<file path="config.mk">
export PLATFORM = sky130hd
export DESIGN_NAME = id_ex_operand_stage_flat
export DESIGN_NICKNAME = d
export VERILOG_FILES = /design/src/rtl/id_ex_operand_stage_pkg.sv /design/src/rtl/id_ex_operand_stage_if.sv /design/src/rtl/id_ex_operand_stage_fwd_mux.sv /design/src/rtl/id_ex_operand_stage.sv /design/src/flat_wrapper.sv
export SDC_FILE = /design/constraint.sdc
export NUM_CORES = 1
export LEC_CHECK = 0
export ABC_CLOCK_PERIOD_IN_PS = 4000
export CORE_AREA = 10 10 102 104
export CTS_CLUSTER_DIAMETER = 120
export DETAILED_ROUTE_END_ITERATION = 6
export DIE_AREA = 0 0 112 114
export PLACE_DENSITY = 0.95
export SKIP_LAST_GASP = 1
export SYNTH_ARGS = -nofsm -noshare
export SYNTH_HDL_FRONTEND = slang
export SYNTH_HIERARCHICAL = 1
export SYNTH_SLANG_ARGS = --single-unit
</file>
<file path="constraint.sdc">
create_clock -name clk -period 4 [get_ports clk]
set_input_delay 0.4 -clock clk [delete_from_list [all_inputs] [get_ports clk]]
set_output_delay 0.4 -clock clk [all_outputs]
set_load 0.03 [all_outputs]
</file>
<file path="src/rtl/id_ex_operand_stage_pkg.sv">
// Shared widths and forward-select encoding for the ID/EX operand stage.
// The select encoding is what fwd_mux resolves each source operand to.
package id_ex_operand_stage_pkg;

   localparam int DATA_W_DEF = 16;
   localparam int ADDR_W_DEF = 2;
   localparam int CNT_W_DEF  = 16;

   typedef enum logic [1:0] {
      FWD_RF  = 2'd0,
      FWD_EX  = 2'd1,
      FWD_MEM = 2'd2,
      FWD_WB  = 2'd3
   } fwd_sel_e;

endpackage

</file>
<file path="src/rtl/id_ex_operand_stage_if.sv">
// Decode-side, bypass-network and ID/EX register signals of the operand stage.
// slave is the stage itself, master is whoever drives decode and observes ID/EX.
interface id_ex_operand_stage_if #(
   parameter int DATA_W = 16,
   parameter int ADDR_W = 2,
   parameter int CNT_W  = 16
);
   logic              in_valid;
   logic              in_ready;
   logic [ADDR_W-1:0] rs_addr;
   logic [ADDR_W-1:0] rt_addr;
   logic              uses_rs;
   logic              uses_rt;
   logic [DATA_W-1:0] rf_data1;
   logic [DATA_W-1:0] rf_data2;
   logic [ADDR_W-1:0] rd_addr;
   logic              writes_rd;
   logic              is_load;

   logic              ex_wb_en;
   logic              ex_is_load;
   logic [ADDR_W-1:0] ex_rd;
   logic [DATA_W-1:0] ex_result;
   logic              mem_wb_en;
   logic [ADDR_W-1:0] mem_rd;
   logic [DATA_W-1:0] mem_data;
   logic              wb_en;
   logic [ADDR_W-1:0] wb_rd;
   logic [DATA_W-1:0] wb_data;

   logic              flush;
   logic              out_ready;
   logic              out_valid;
   logic [DATA_W-1:0] out_op1;
   logic [DATA_W-1:0] out_op2;
   logic [ADDR_W-1:0] out_rd;
   logic              out_writes_rd;
   logic              out_is_load;
   logic [CNT_W-1:0]  stall_count;

   modport slave (
      input  in_valid, rs_addr, rt_addr, uses_rs, uses_rt, rf_data1, rf_data2,
             rd_addr, writes_rd, is_load,
             ex_wb_en, ex_is_load, ex_rd, ex_result,
             mem_wb_en, mem_rd, mem_data, wb_en, wb_rd, wb_data,
             flush, out_ready,
      output in_ready, out_valid, out_op1, out_op2, out_rd, out_writes_rd,
             out_is_load, stall_count
   );

   modport master (
      output in_valid, rs_addr, rt_addr, uses_rs, uses_rt, rf_data1, rf_data2,
             rd_addr, writes_rd, is_load,
             ex_wb_en, ex_is_load, ex_rd, ex_result,
             mem_wb_en, mem_rd, mem_data, wb_en, wb_rd, wb_data,
             flush, out_ready,
      input  in_ready, out_valid, out_op1, out_op2, out_rd, out_writes_rd,
             out_is_load, stall_count
   );

endinterface

</file>
<file path="src/rtl/id_ex_operand_stage_fwd_mux.sv">
// Resolves one source operand from EX / MEM / WB bypasses or the RF read port.
// Callers pass ex_en already qualified so an in-flight load never forwards from EX.
module fwd_mux
   import id_ex_operand_stage_pkg::*;
#(
   parameter int DATA_W = DATA_W_DEF,
   parameter int ADDR_W = ADDR_W_DEF
) (
   input  logic [ADDR_W-1:0] src_addr,
   input  logic              uses_src,
   input  logic              ex_en,
   input  logic [ADDR_W-1:0] ex_rd,
   input  logic [DATA_W-1:0] ex_data,
   input  logic              mem_en,
   input  logic [ADDR_W-1:0] mem_rd,
   input  logic [DATA_W-1:0] mem_data,
   input  logic              wb_en,
   input  logic [ADDR_W-1:0] wb_rd,
   input  logic [DATA_W-1:0] wb_data,
   input  logic [DATA_W-1:0] rf_data,
   output logic [DATA_W-1:0] operand
);

   fwd_sel_e sel;

   // Youngest producer wins; an unused source always sees the raw RF value.
   always_comb begin
      sel = FWD_RF;
      if (uses_src) begin
         if (ex_en && (ex_rd == src_addr)) begin
            sel = FWD_EX;
         end else if (mem_en && (mem_rd == src_addr)) begin
            sel = FWD_MEM;
         end else if (wb_en && (wb_rd == src_addr)) begin
            sel = FWD_WB;
         end
      end
   end

   always_comb begin
      operand = rf_data;
      case (sel)
         FWD_EX:  operand = ex_data;
         FWD_MEM: operand = mem_data;
         FWD_WB:  operand = wb_data;
         default: operand = rf_data;
      endcase
   end

endmodule

</file>
<file path="src/rtl/id_ex_operand_stage.sv">
// ID/EX operand stage: forwarding network, load-use bubble insertion,
// ID/EX register with valid/ready/flush and a saturating stall counter.
module id_ex_operand_stage
   import id_ex_operand_stage_pkg::*;
#(
   parameter int DATA_W = DATA_W_DEF,
   parameter int ADDR_W = ADDR_W_DEF,
   parameter int CNT_W  = CNT_W_DEF
) (
   input logic                clk,
   input logic                reset_n,
   id_ex_operand_stage_if.slave bus
);

   logic [DATA_W-1:0] op1_fwd;
   logic [DATA_W-1:0] op2_fwd;
   logic              ex_fwd_en;
   logic              rs_hit_load;
   logic              rt_hit_load;
   logic              hazard;

   logic              valid_q;
   logic [DATA_W-1:0] op1_q;
   logic [DATA_W-1:0] op2_q;
   logic [ADDR_W-1:0] rd_q;
   logic              writes_rd_q;
   logic              is_load_q;
   logic [CNT_W-1:0]  stall_q;

   // A load in EX has no data yet, so it is excluded from the EX bypass.
   assign ex_fwd_en = bus.ex_wb_en & ~bus.ex_is_load;

   fwd_mux #(.DATA_W(DATA_W), .ADDR_W(ADDR_W)) u_fwd_rs (
      .src_addr (bus.rs_addr),
      .uses_src (bus.uses_rs),
      .ex_en    (ex_fwd_en),
      .ex_rd    (bus.ex_rd),
      .ex_data  (bus.ex_result),
      .mem_en   (bus.mem_wb_en),
      .mem_rd   (bus.mem_rd),
      .mem_data (bus.mem_data),
      .wb_en    (bus.wb_en),
      .wb_rd    (bus.wb_rd),
      .wb_data  (bus.wb_data),
      .rf_data  (bus.rf_data1),
      .operand  (op1_fwd)
   );

   fwd_mux #(.DATA_W(DATA_W), .ADDR_W(ADDR_W)) u_fwd_rt (
      .src_addr (bus.rt_addr),
      .uses_src (bus.uses_rt),
      .ex_en    (ex_fwd_en),
      .ex_rd    (bus.ex_rd),
      .ex_data  (bus.ex_result),
      .mem_en   (bus.mem_wb_en),
      .mem_rd   (bus.mem_rd),
      .mem_data (bus.mem_data),
      .wb_en    (bus.wb_en),
      .wb_rd    (bus.wb_rd),
      .wb_data  (bus.wb_data),
      .rf_data  (bus.rf_data2),
      .operand  (op2_fwd)
   );

   assign rs_hit_load = bus.uses_rs & (bus.ex_rd == bus.rs_addr);
   assign rt_hit_load = bus.uses_rt & (bus.ex_rd == bus.rt_addr);
   assign hazard      = bus.in_valid & bus.ex_wb_en & bus.ex_is_load &
                        (rs_hit_load | rt_hit_load);

   assign bus.in_ready = bus.out_ready & ~bus.flush & ~hazard;

   // Rule order matters: flush beats a stalled EX, which beats the bubble.
   always_ff @(posedge clk or negedge reset_n) begin
      if (!reset_n) begin
         valid_q     <= 1'b0;
         op1_q       <= '0;
         op2_q       <= '0;
         rd_q        <= '0;
         writes_rd_q <= 1'b0;
         is_load_q   <= 1'b0;
         stall_q     <= '0;
      end else if (bus.flush) begin
         valid_q <= 1'b0;
      end else if (!bus.out_ready) begin
         valid_q <= valid_q;
      end else if (hazard) begin
         valid_q <= 1'b0;
         if (stall_q != {CNT_W{1'b1}}) begin
            stall_q <= stall_q + 1'b1;
         end
      end else if (bus.in_valid) begin
         valid_q     <= 1'b1;
         op1_q       <= op1_fwd;
         op2_q       <= op2_fwd;
         rd_q        <= bus.rd_addr;
         writes_rd_q <= bus.writes_rd;
         is_load_q   <= bus.is_load;
      end else begin
         valid_q <= 1'b0;
      end
   end

   assign bus.out_valid     = valid_q;
   assign bus.out_op1       = op1_q;
   assign bus.out_op2       = op2_q;
   assign bus.out_rd        = rd_q;
   assign bus.out_writes_rd = writes_rd_q;
   assign bus.out_is_load   = is_load_q;
   assign bus.stall_count   = stall_q;

endmodule

</file>
<file path="src/flat_wrapper.sv">
// flat-port wrapper written by rule: the top's interface ports become plain ports
module id_ex_operand_stage_flat import id_ex_operand_stage_pkg::*;
#(
   parameter int DATA_W = DATA_W_DEF,
   parameter int ADDR_W = ADDR_W_DEF,
   parameter int CNT_W  = CNT_W_DEF
)
  (clk, reset_n, bus_in_valid, bus_rs_addr, bus_rt_addr, bus_uses_rs, bus_uses_rt, bus_rf_data1, bus_rf_data2, bus_rd_addr, bus_writes_rd, bus_is_load, bus_ex_wb_en, bus_ex_is_load, bus_ex_rd, bus_ex_result, bus_mem_wb_en, bus_mem_rd, bus_mem_data, bus_wb_en, bus_wb_rd, bus_wb_data, bus_flush, bus_out_ready, bus_in_ready, bus_out_valid, bus_out_op1, bus_out_op2, bus_out_rd, bus_out_writes_rd, bus_out_is_load, bus_stall_count);
  id_ex_operand_stage_if #(.DATA_W(DATA_W), .ADDR_W(ADDR_W), .CNT_W(CNT_W)) bus_i ();
  input logic clk;
  input logic reset_n;
  input wire logic [$bits(bus_i.in_valid)-1:0] bus_in_valid;
  input wire logic [$bits(bus_i.rs_addr)-1:0] bus_rs_addr;
  input wire logic [$bits(bus_i.rt_addr)-1:0] bus_rt_addr;
  input wire logic [$bits(bus_i.uses_rs)-1:0] bus_uses_rs;
  input wire logic [$bits(bus_i.uses_rt)-1:0] bus_uses_rt;
  input wire logic [$bits(bus_i.rf_data1)-1:0] bus_rf_data1;
  input wire logic [$bits(bus_i.rf_data2)-1:0] bus_rf_data2;
  input wire logic [$bits(bus_i.rd_addr)-1:0] bus_rd_addr;
  input wire logic [$bits(bus_i.writes_rd)-1:0] bus_writes_rd;
  input wire logic [$bits(bus_i.is_load)-1:0] bus_is_load;
  input wire logic [$bits(bus_i.ex_wb_en)-1:0] bus_ex_wb_en;
  input wire logic [$bits(bus_i.ex_is_load)-1:0] bus_ex_is_load;
  input wire logic [$bits(bus_i.ex_rd)-1:0] bus_ex_rd;
  input wire logic [$bits(bus_i.ex_result)-1:0] bus_ex_result;
  input wire logic [$bits(bus_i.mem_wb_en)-1:0] bus_mem_wb_en;
  input wire logic [$bits(bus_i.mem_rd)-1:0] bus_mem_rd;
  input wire logic [$bits(bus_i.mem_data)-1:0] bus_mem_data;
  input wire logic [$bits(bus_i.wb_en)-1:0] bus_wb_en;
  input wire logic [$bits(bus_i.wb_rd)-1:0] bus_wb_rd;
  input wire logic [$bits(bus_i.wb_data)-1:0] bus_wb_data;
  input wire logic [$bits(bus_i.flush)-1:0] bus_flush;
  input wire logic [$bits(bus_i.out_ready)-1:0] bus_out_ready;
  output wire logic [$bits(bus_i.in_ready)-1:0] bus_in_ready;
  output wire logic [$bits(bus_i.out_valid)-1:0] bus_out_valid;
  output wire logic [$bits(bus_i.out_op1)-1:0] bus_out_op1;
  output wire logic [$bits(bus_i.out_op2)-1:0] bus_out_op2;
  output wire logic [$bits(bus_i.out_rd)-1:0] bus_out_rd;
  output wire logic [$bits(bus_i.out_writes_rd)-1:0] bus_out_writes_rd;
  output wire logic [$bits(bus_i.out_is_load)-1:0] bus_out_is_load;
  output wire logic [$bits(bus_i.stall_count)-1:0] bus_stall_count;
  assign bus_i.in_valid = bus_in_valid;
  assign bus_i.rs_addr = bus_rs_addr;
  assign bus_i.rt_addr = bus_rt_addr;
  assign bus_i.uses_rs = bus_uses_rs;
  assign bus_i.uses_rt = bus_uses_rt;
  assign bus_i.rf_data1 = bus_rf_data1;
  assign bus_i.rf_data2 = bus_rf_data2;
  assign bus_i.rd_addr = bus_rd_addr;
  assign bus_i.writes_rd = bus_writes_rd;
  assign bus_i.is_load = bus_is_load;
  assign bus_i.ex_wb_en = bus_ex_wb_en;
  assign bus_i.ex_is_load = bus_ex_is_load;
  assign bus_i.ex_rd = bus_ex_rd;
  assign bus_i.ex_result = bus_ex_result;
  assign bus_i.mem_wb_en = bus_mem_wb_en;
  assign bus_i.mem_rd = bus_mem_rd;
  assign bus_i.mem_data = bus_mem_data;
  assign bus_i.wb_en = bus_wb_en;
  assign bus_i.wb_rd = bus_wb_rd;
  assign bus_i.wb_data = bus_wb_data;
  assign bus_i.flush = bus_flush;
  assign bus_i.out_ready = bus_out_ready;
  assign bus_in_ready = bus_i.in_ready;
  assign bus_out_valid = bus_i.out_valid;
  assign bus_out_op1 = bus_i.out_op1;
  assign bus_out_op2 = bus_i.out_op2;
  assign bus_out_rd = bus_i.out_rd;
  assign bus_out_writes_rd = bus_i.out_writes_rd;
  assign bus_out_is_load = bus_i.out_is_load;
  assign bus_stall_count = bus_i.stall_count;
  id_ex_operand_stage #(.DATA_W(DATA_W), .ADDR_W(ADDR_W), .CNT_W(CNT_W)) u_core (.clk(clk), .reset_n(reset_n), .bus(bus_i));
endmodule
</file>
* After elaboration in Yosys (flattened, before gate mapping)
Cells that the tools add are included.
** Word-level totals
- Bits in registers :: 53
- Bits in latches :: 0
- Bits in writable memories :: 0
- Memory bits (read-only) :: 0
- Output and inout bits :: 54
- Logic and storage cells :: 56
- Memories :: 0
** Cells by class
- Add/sub/neg operators :: 1
- Multiply operators :: 0
- Divide/modulo/power cells :: 0
- Order comparisons :: 0
- Equality and inequality tests :: 13
- Shift operators :: 0
- Muxes and demuxes :: 14
- Bitwise operators :: 12
- Reductions and logical operators :: 9
** Operator list (number)
- $pmux W16 S3 :: 2
- $add A16 B1 Y16 const B :: 1
- $mux W2 :: 8
- $ne A16 B16 Y1 const B :: 1
- $eq A2 B2 Y1 :: 6
- $and A1 B1 Y1 :: 8
- $eq A2 B2 Y1 const B :: 4
- $reduce_and A4 Y1 :: 2
- $logic_and A1 B1 Y1 :: 6
- $eq A2 B1 Y1 const B :: 2
- $mux W1 :: 4
- $not A1 Y1 :: 3
- $reduce_bool A2 Y1 :: 1
- $or A1 B1 Y1 :: 1

* Depth between registers and ports, before layout
- Depth in word-level cells :: 8
- Depth in mapped cells :: 7

* By module
Netlist, hierarchy kept.
** Modules (own cells, without submodules)
- id_ex_operand_stage :: times used 1, cells an instance 168, area each 2257.2 um2
- fwd_mux :: times used 2, cells an instance 119, area each 812.0 um2

* Worst setup path before layout
OpenSTA, ideal clock, no wires.
- Kind :: flip-flop to flip-flop
- From :: register u_core.stall_q[0], in the netlist u_core/bus.stall_count[0]
- To :: register u_core.stall_q[2], in the netlist u_core/bus.stall_count[2]
- Setup time :: 0.139 ns
- Data arrival time :: 1.881 ns
- Required time :: 3.861 ns
- Setup slack :: 1.980 ns
- Cell stages (with the launch flop) :: 8
- Path buffers :: 1
- Clock period less this slack :: 2.020 ns
- Cells stage by stage :: dfrtp_1 > ha_1 > and4_1 > nand2_1 > nor3_1 > clkbuf_1 > nor3b_1 > xor2_1
** Between the ends
- Word-level cells in the longest chain between the ends :: 2
- Elaborated cells between the ends (all ways) :: 3
- Those cells by class :: add/sub: 1; eq/ne: 1; reduce/logical: 1
** Ends and longest elaborated chain
- start, declared :: RTL line id_ex_operand_stage.sv:28 : logic [CNT_W-1:0] stall_q;
- start signal, assigned :: RTL line id_ex_operand_stage.sv:89 : stall_q <= stall_q + 1'b1;
- branches (longest 2 deep; another with $add A16 B1 Y16)
Several ways; the timed one is not identified.
A chain may end at the register's enable or synchronous reset.

* Worst setup path in the final report
- From :: input bus_rs_addr[0]
- To :: register u_core.op1_q[4], in the netlist u_core/bus.out_op1[4]
** Between the ends
- Word-level cells in the longest chain between the ends :: 8
- Elaborated cells between the ends (all ways) :: 19
- Those cells by class :: eq/ne: 6; mux: 5; bitwise: 4; reduce/logical: 4
** Ends and longest elaborated chain
- start, declared :: RTL line flat_wrapper.sv:13 : input wire logic [$bits(bus_i.rs_addr)-1:0] bus_rs_addr;
- $eq A2 B2 Y1 :: RTL line id_ex_operand_stage_fwd_mux.sv:34 : end else if (wb_en && (wb_rd == src_addr)) begin
- $logic_and A1 B1 Y1 :: RTL line id_ex_operand_stage_fwd_mux.sv:34
- $mux W2 :: RTL line id_ex_operand_stage_fwd_mux.sv:34
- $mux W2 :: RTL line id_ex_operand_stage_fwd_mux.sv:32 : end else if (mem_en && (mem_rd == src_addr)) begin
- $mux W2 (*) :: RTL line id_ex_operand_stage_fwd_mux.sv:30 : if (ex_en && (ex_rd == src_addr)) begin
- $mux W2 (*) :: RTL line id_ex_operand_stage_fwd_mux.sv:29 : if (uses_src) begin
- $eq A2 B2 Y1 / $eq A2 B1 Y1 (equally long branches) :: RTL line id_ex_operand_stage_fwd_mux.sv:42 : case (sel)
- $pmux W16 S3 (*) :: RTL line id_ex_operand_stage_fwd_mux.sv:42
- via u_core.op1_fwd[4] :: RTL line id_ex_operand_stage.sv:15 : logic [DATA_W-1:0] op1_fwd;
- end signal, assigned :: RTL line id_ex_operand_stage.sv:93 : op1_q <= op1_fwd;
- end, declared :: RTL line id_ex_operand_stage.sv:23 : logic [DATA_W-1:0] op1_q;
The timed path passes the listed nets; every way through them passes the cells marked *.

==> metrics list <==
- Basic-gate share of the synthesized area counting and, or, nand and nor cells: 15.4%
- Worst-case headroom to the max-slew limit: 36.3%
- The repair_antennas step left the layout with diodes totalling 0.
- The min-delay analysis places its worst path in the category primary input to async pin.
- STA puts the critical path data required time at 4.27 ns.
* Final-report max-slew violation count: 0
* Maximum buffer depth of the clock tree: 2
- Type of origin of the critical path: primary input
- The cell sitting at the root of the clock tree is a clkbuf_8.
* Final hold violation count: 0
* Cell at the slowest stage of the critical path: xnor2_1
* Count of yosys warnings during synthesis: 6
* Top Family by Delay on Critical Path: XOR/XNOR gates
- Detailed placement finished with a half-perimeter wire length of 11,600 um.
- Maximum number of pins on one net before global-route repair: 54
* Detailed Routing Iterations Pass 1: 6
- In this run, synthesis produced a sequential element count of 53.
- After synthesis, the share of cell area in mux cells is 11.3%.
- Total power divided by cell area: 346 mW/mm^2
* Io pins: 159
- Total of hold buffers inserted after clock tree synthesis: 0
* TritonCTS Buffers: 5
* Actual slew at the worst max-slew pin: 0.956 ns
- The routed layout has 4,078 vias.
* Sequential share of the synthesized area: 34.2%
* Number of instances in the synthesized netlist: 406
- In this run the worst path has a maximum fanout of 17.
* Clk sink count: 53
* Max frequency: 337 MHz
- The multi-input combinational cells in the finished layout cover a total of 0.00223 mm^2.
- Number of nets in the synthesized netlist: 512
- Leftover overflow at the end of global routing: 0
- Number of standard cells in the layout, taps in and fillers out: 647
- Depth of the CTS H-tree: 2
- Min Tclk post-route: 2.97 ns
* Initial antenna violation count: 0
- By area, the combinational part of the netlist is dominated by compound AO/OA/AOI/OAI gates.
- In the final layout, the share of cells above drive strength 1 is 11.3%.
* Leakage power of the design: 2.18 nW
* Global-route usage over all layers: 23.3%
- Die Footprint: 0.0128 mm^2
- Leading cell types in the layout, fill and taps excluded: clkdlybuf4s50_1, dfrtp_1, o211ai_1
- Detail-routed net length per standard cell: 24.4 um
* FF+latch area: 0.00133 mm^2
* Total Power Consumption: 1.91 mW
- VDD sags by at most 0.253 mV.
- After floorplanning, the core was sized to cover 0.00847 mm^2.
- The first global-routing pass estimated 24,000 um of wire.
- After Yosys synthesis, full adders, half adders and majority gates account for 0.322% of the synthesized area.
* Clock skew: 0.0106 ns
- Post-route fraction of the period consumed by the critical path: 74.3%
- Critical path, cell by cell: clkdlybuf4s50_1 -> xnor2_1 -> and3_1 -> o31ai_4 -> a32oi_1 -> mux2_2
- PostCTS Resize Cnt: 0
- WP data arrival: 3.24 ns
- Result of the run: finished clean
* Xor/xnor cell area share of the yosys netlist: 6.54%
* DRC violations left: 0
- Setup TNS: 0 ns
- The layout has 644 filler cells.
- Counting tap cells, the placed design contains a total of 639 instances.
- The library cell used most frequently in the layout, excluding fill and tap cells, is clkdlybuf4s50_1.
- CTS clock-pin slew for the worst setup and hold paths: 0.11 ns
- Max cap viols: 0
* Total Wirelength: 15,800 um
- Clock tree from TritonCTS: built
- Buffers placed on the I/O ports in this run total 158.
* Avg Synthesized Cell Area: 9.56 um^2
- Cell Rows: 34
* Distinct cells, synth: 35
- Post-CTS timing repair inserted 0 buffers for setup.
- The worst setup path is captured at a flop.
* Starting utilization of the core area: 45.8%
- Vias in the first global route: 4,195
- Final setup vio count: 0
- The critical path is of the primary input to flop type.
- Measured along the x axis, the die boundary spans 112 um.
- The net count of the finished layout is 644.
- Slowest cell delay on critical path: 0.77 ns
- Placer congestion estimate: 0.918
* RSZ-0062 raised after global routing: false
- The detailed router finished its first iteration with 448 violations.
- Clock latency on the worst-skew pair, taken at its later pin, is 0.32 ns.
- Mapped cell area: 0.00388 mm^2
- Area fraction in compound gates after synthesis: 23.9%
* Area overhead of the layout relative to synthesis: 42.3%
* Die Y-Extent: 114 um
- CP bufs+invs: 1
* Via count normalized by instance count: 6.30
* Remaining number of nets flagged by the antenna check after routing: 0
==> final cells by class <==
class / count / area share [%]
clock buffers: 5 / 1.25
clock inverters: 3 / 0.317
inverters: 34 / 2.31
multi-input cells: 281 / 40.4
flip-flops and latches: 53 / 24.0
well taps: 108 / 2.45
repair buffers: 163 / 29.2
==> final timing paths <==
kind                            cells after the start                                   from                                     end  slack (ns)
worst min-delay path                                2                                reset_n       u_core/bus.out_op1[7]$_DFFE_PN0P_        0.20
max in group asynchronous                           2                                reset_n   u_core/bus.stall_count[0]$_DFFE_PN0P_        3.32
min in group clk                                    1       u_core/bus.out_valid$_DFFE_PN0P_        u_core/bus.out_valid$_DFFE_PN0P_        0.49
worst max register to register                      5  u_core/bus.stall_count[0]$_DFFE_PN0P_  u_core/bus.stall_count[14]$_DFFE_PN0P_        2.10
worst max-delay path                                6                         bus_rs_addr[0]       u_core/bus.out_op1[4]$_DFFE_PN0P_        1.03
worst min register to register                      1       u_core/bus.out_valid$_DFFE_PN0P_        u_core/bus.out_valid$_DFFE_PN0P_        0.49
==> stage by stage <==
stage                     instance area (um^2)  utilization, %  hold WS (ns)  worst slack (ns)
after floorplan                           3880               -         0.104              1.98
after global placement                    5440            64.2         0.465             0.937
after detailed placement                  5440            64.2         0.468             0.793
after CTS                                 5520            65.2         0.229              1.11
after global routing                      5520            65.2         0.261             0.841
final                                     5520            65.2         0.204              1.03
==> layer usage <==
layer | wire, um | GRT usage, % | vias to the layer above
li1 | - | - | 1827
met1 | 6060 | 28.5 | 1934
met2 | 7600 | 37.7 | 276
met3 | 1680 | 8.14 | 39
met4 | 387 | 6.68 | 2
met5 | 54 | 3.14 | -
==> sequential cells by signal, indices dropped and copies added (netlist names) <==
| register | count |
|---|---|
| u_core/bus.out_valid | 1 |
| u_core/bus.out_op2 | 16 |
| u_core/bus.out_is_load | 1 |
| u_core/bus.out_rd | 2 |
| u_core/bus.stall_count | 16 |
| u_core/bus.out_op1 | 16 |
| u_core/bus.out_writes_rd | 1 |
==> cell usage after synthesis, drive strengths merged <==
cell,count,share of area (%)
a21o,1,0.19
a21oi,14,1.8
a32oi,32,7.6
a41oi,18,4.1
and3,11,2.0
and4,4,0.90
and4bb,1,0.32
buf,22,3.5
clkbuf,16,1.5
dfrtp,53,34
ha,1,0.32
inv,34,3.3
mux2,39,11
nand2,28,2.7
nand2b,1,0.16
nand3,11,1.7
nand4,3,0.48
nand4b,18,4.1
nor2,3,0.29
nor2b,2,0.32
nor3,10,1.3
nor3b,1,0.19
nor4,3,0.48
nor4bb,1,0.26
o211ai,46,8.9
o21ai,1,0.23
o31ai,2,1.1
or4b,1,0.26
xnor2,14,3.2
xor2,15,3.4
==> power by group <==
part	switching, mW	leakage, nW	internal, mW
registers	0.0709	0.658	0.634
logic	0.484	1.48	0.404
clock network	0.194	0.0439	0.122
==> cells by family after synthesis <==
family	Yosys count
flip-flops	53
buffers and inverters	72
AO/OA/AOI/OAI	114
adder cells (fa/ha/maj)	1
AND/OR/NAND/NOR	98
XOR/XNOR	29
multiplexers	39
(Power assumes the default switching activity.)
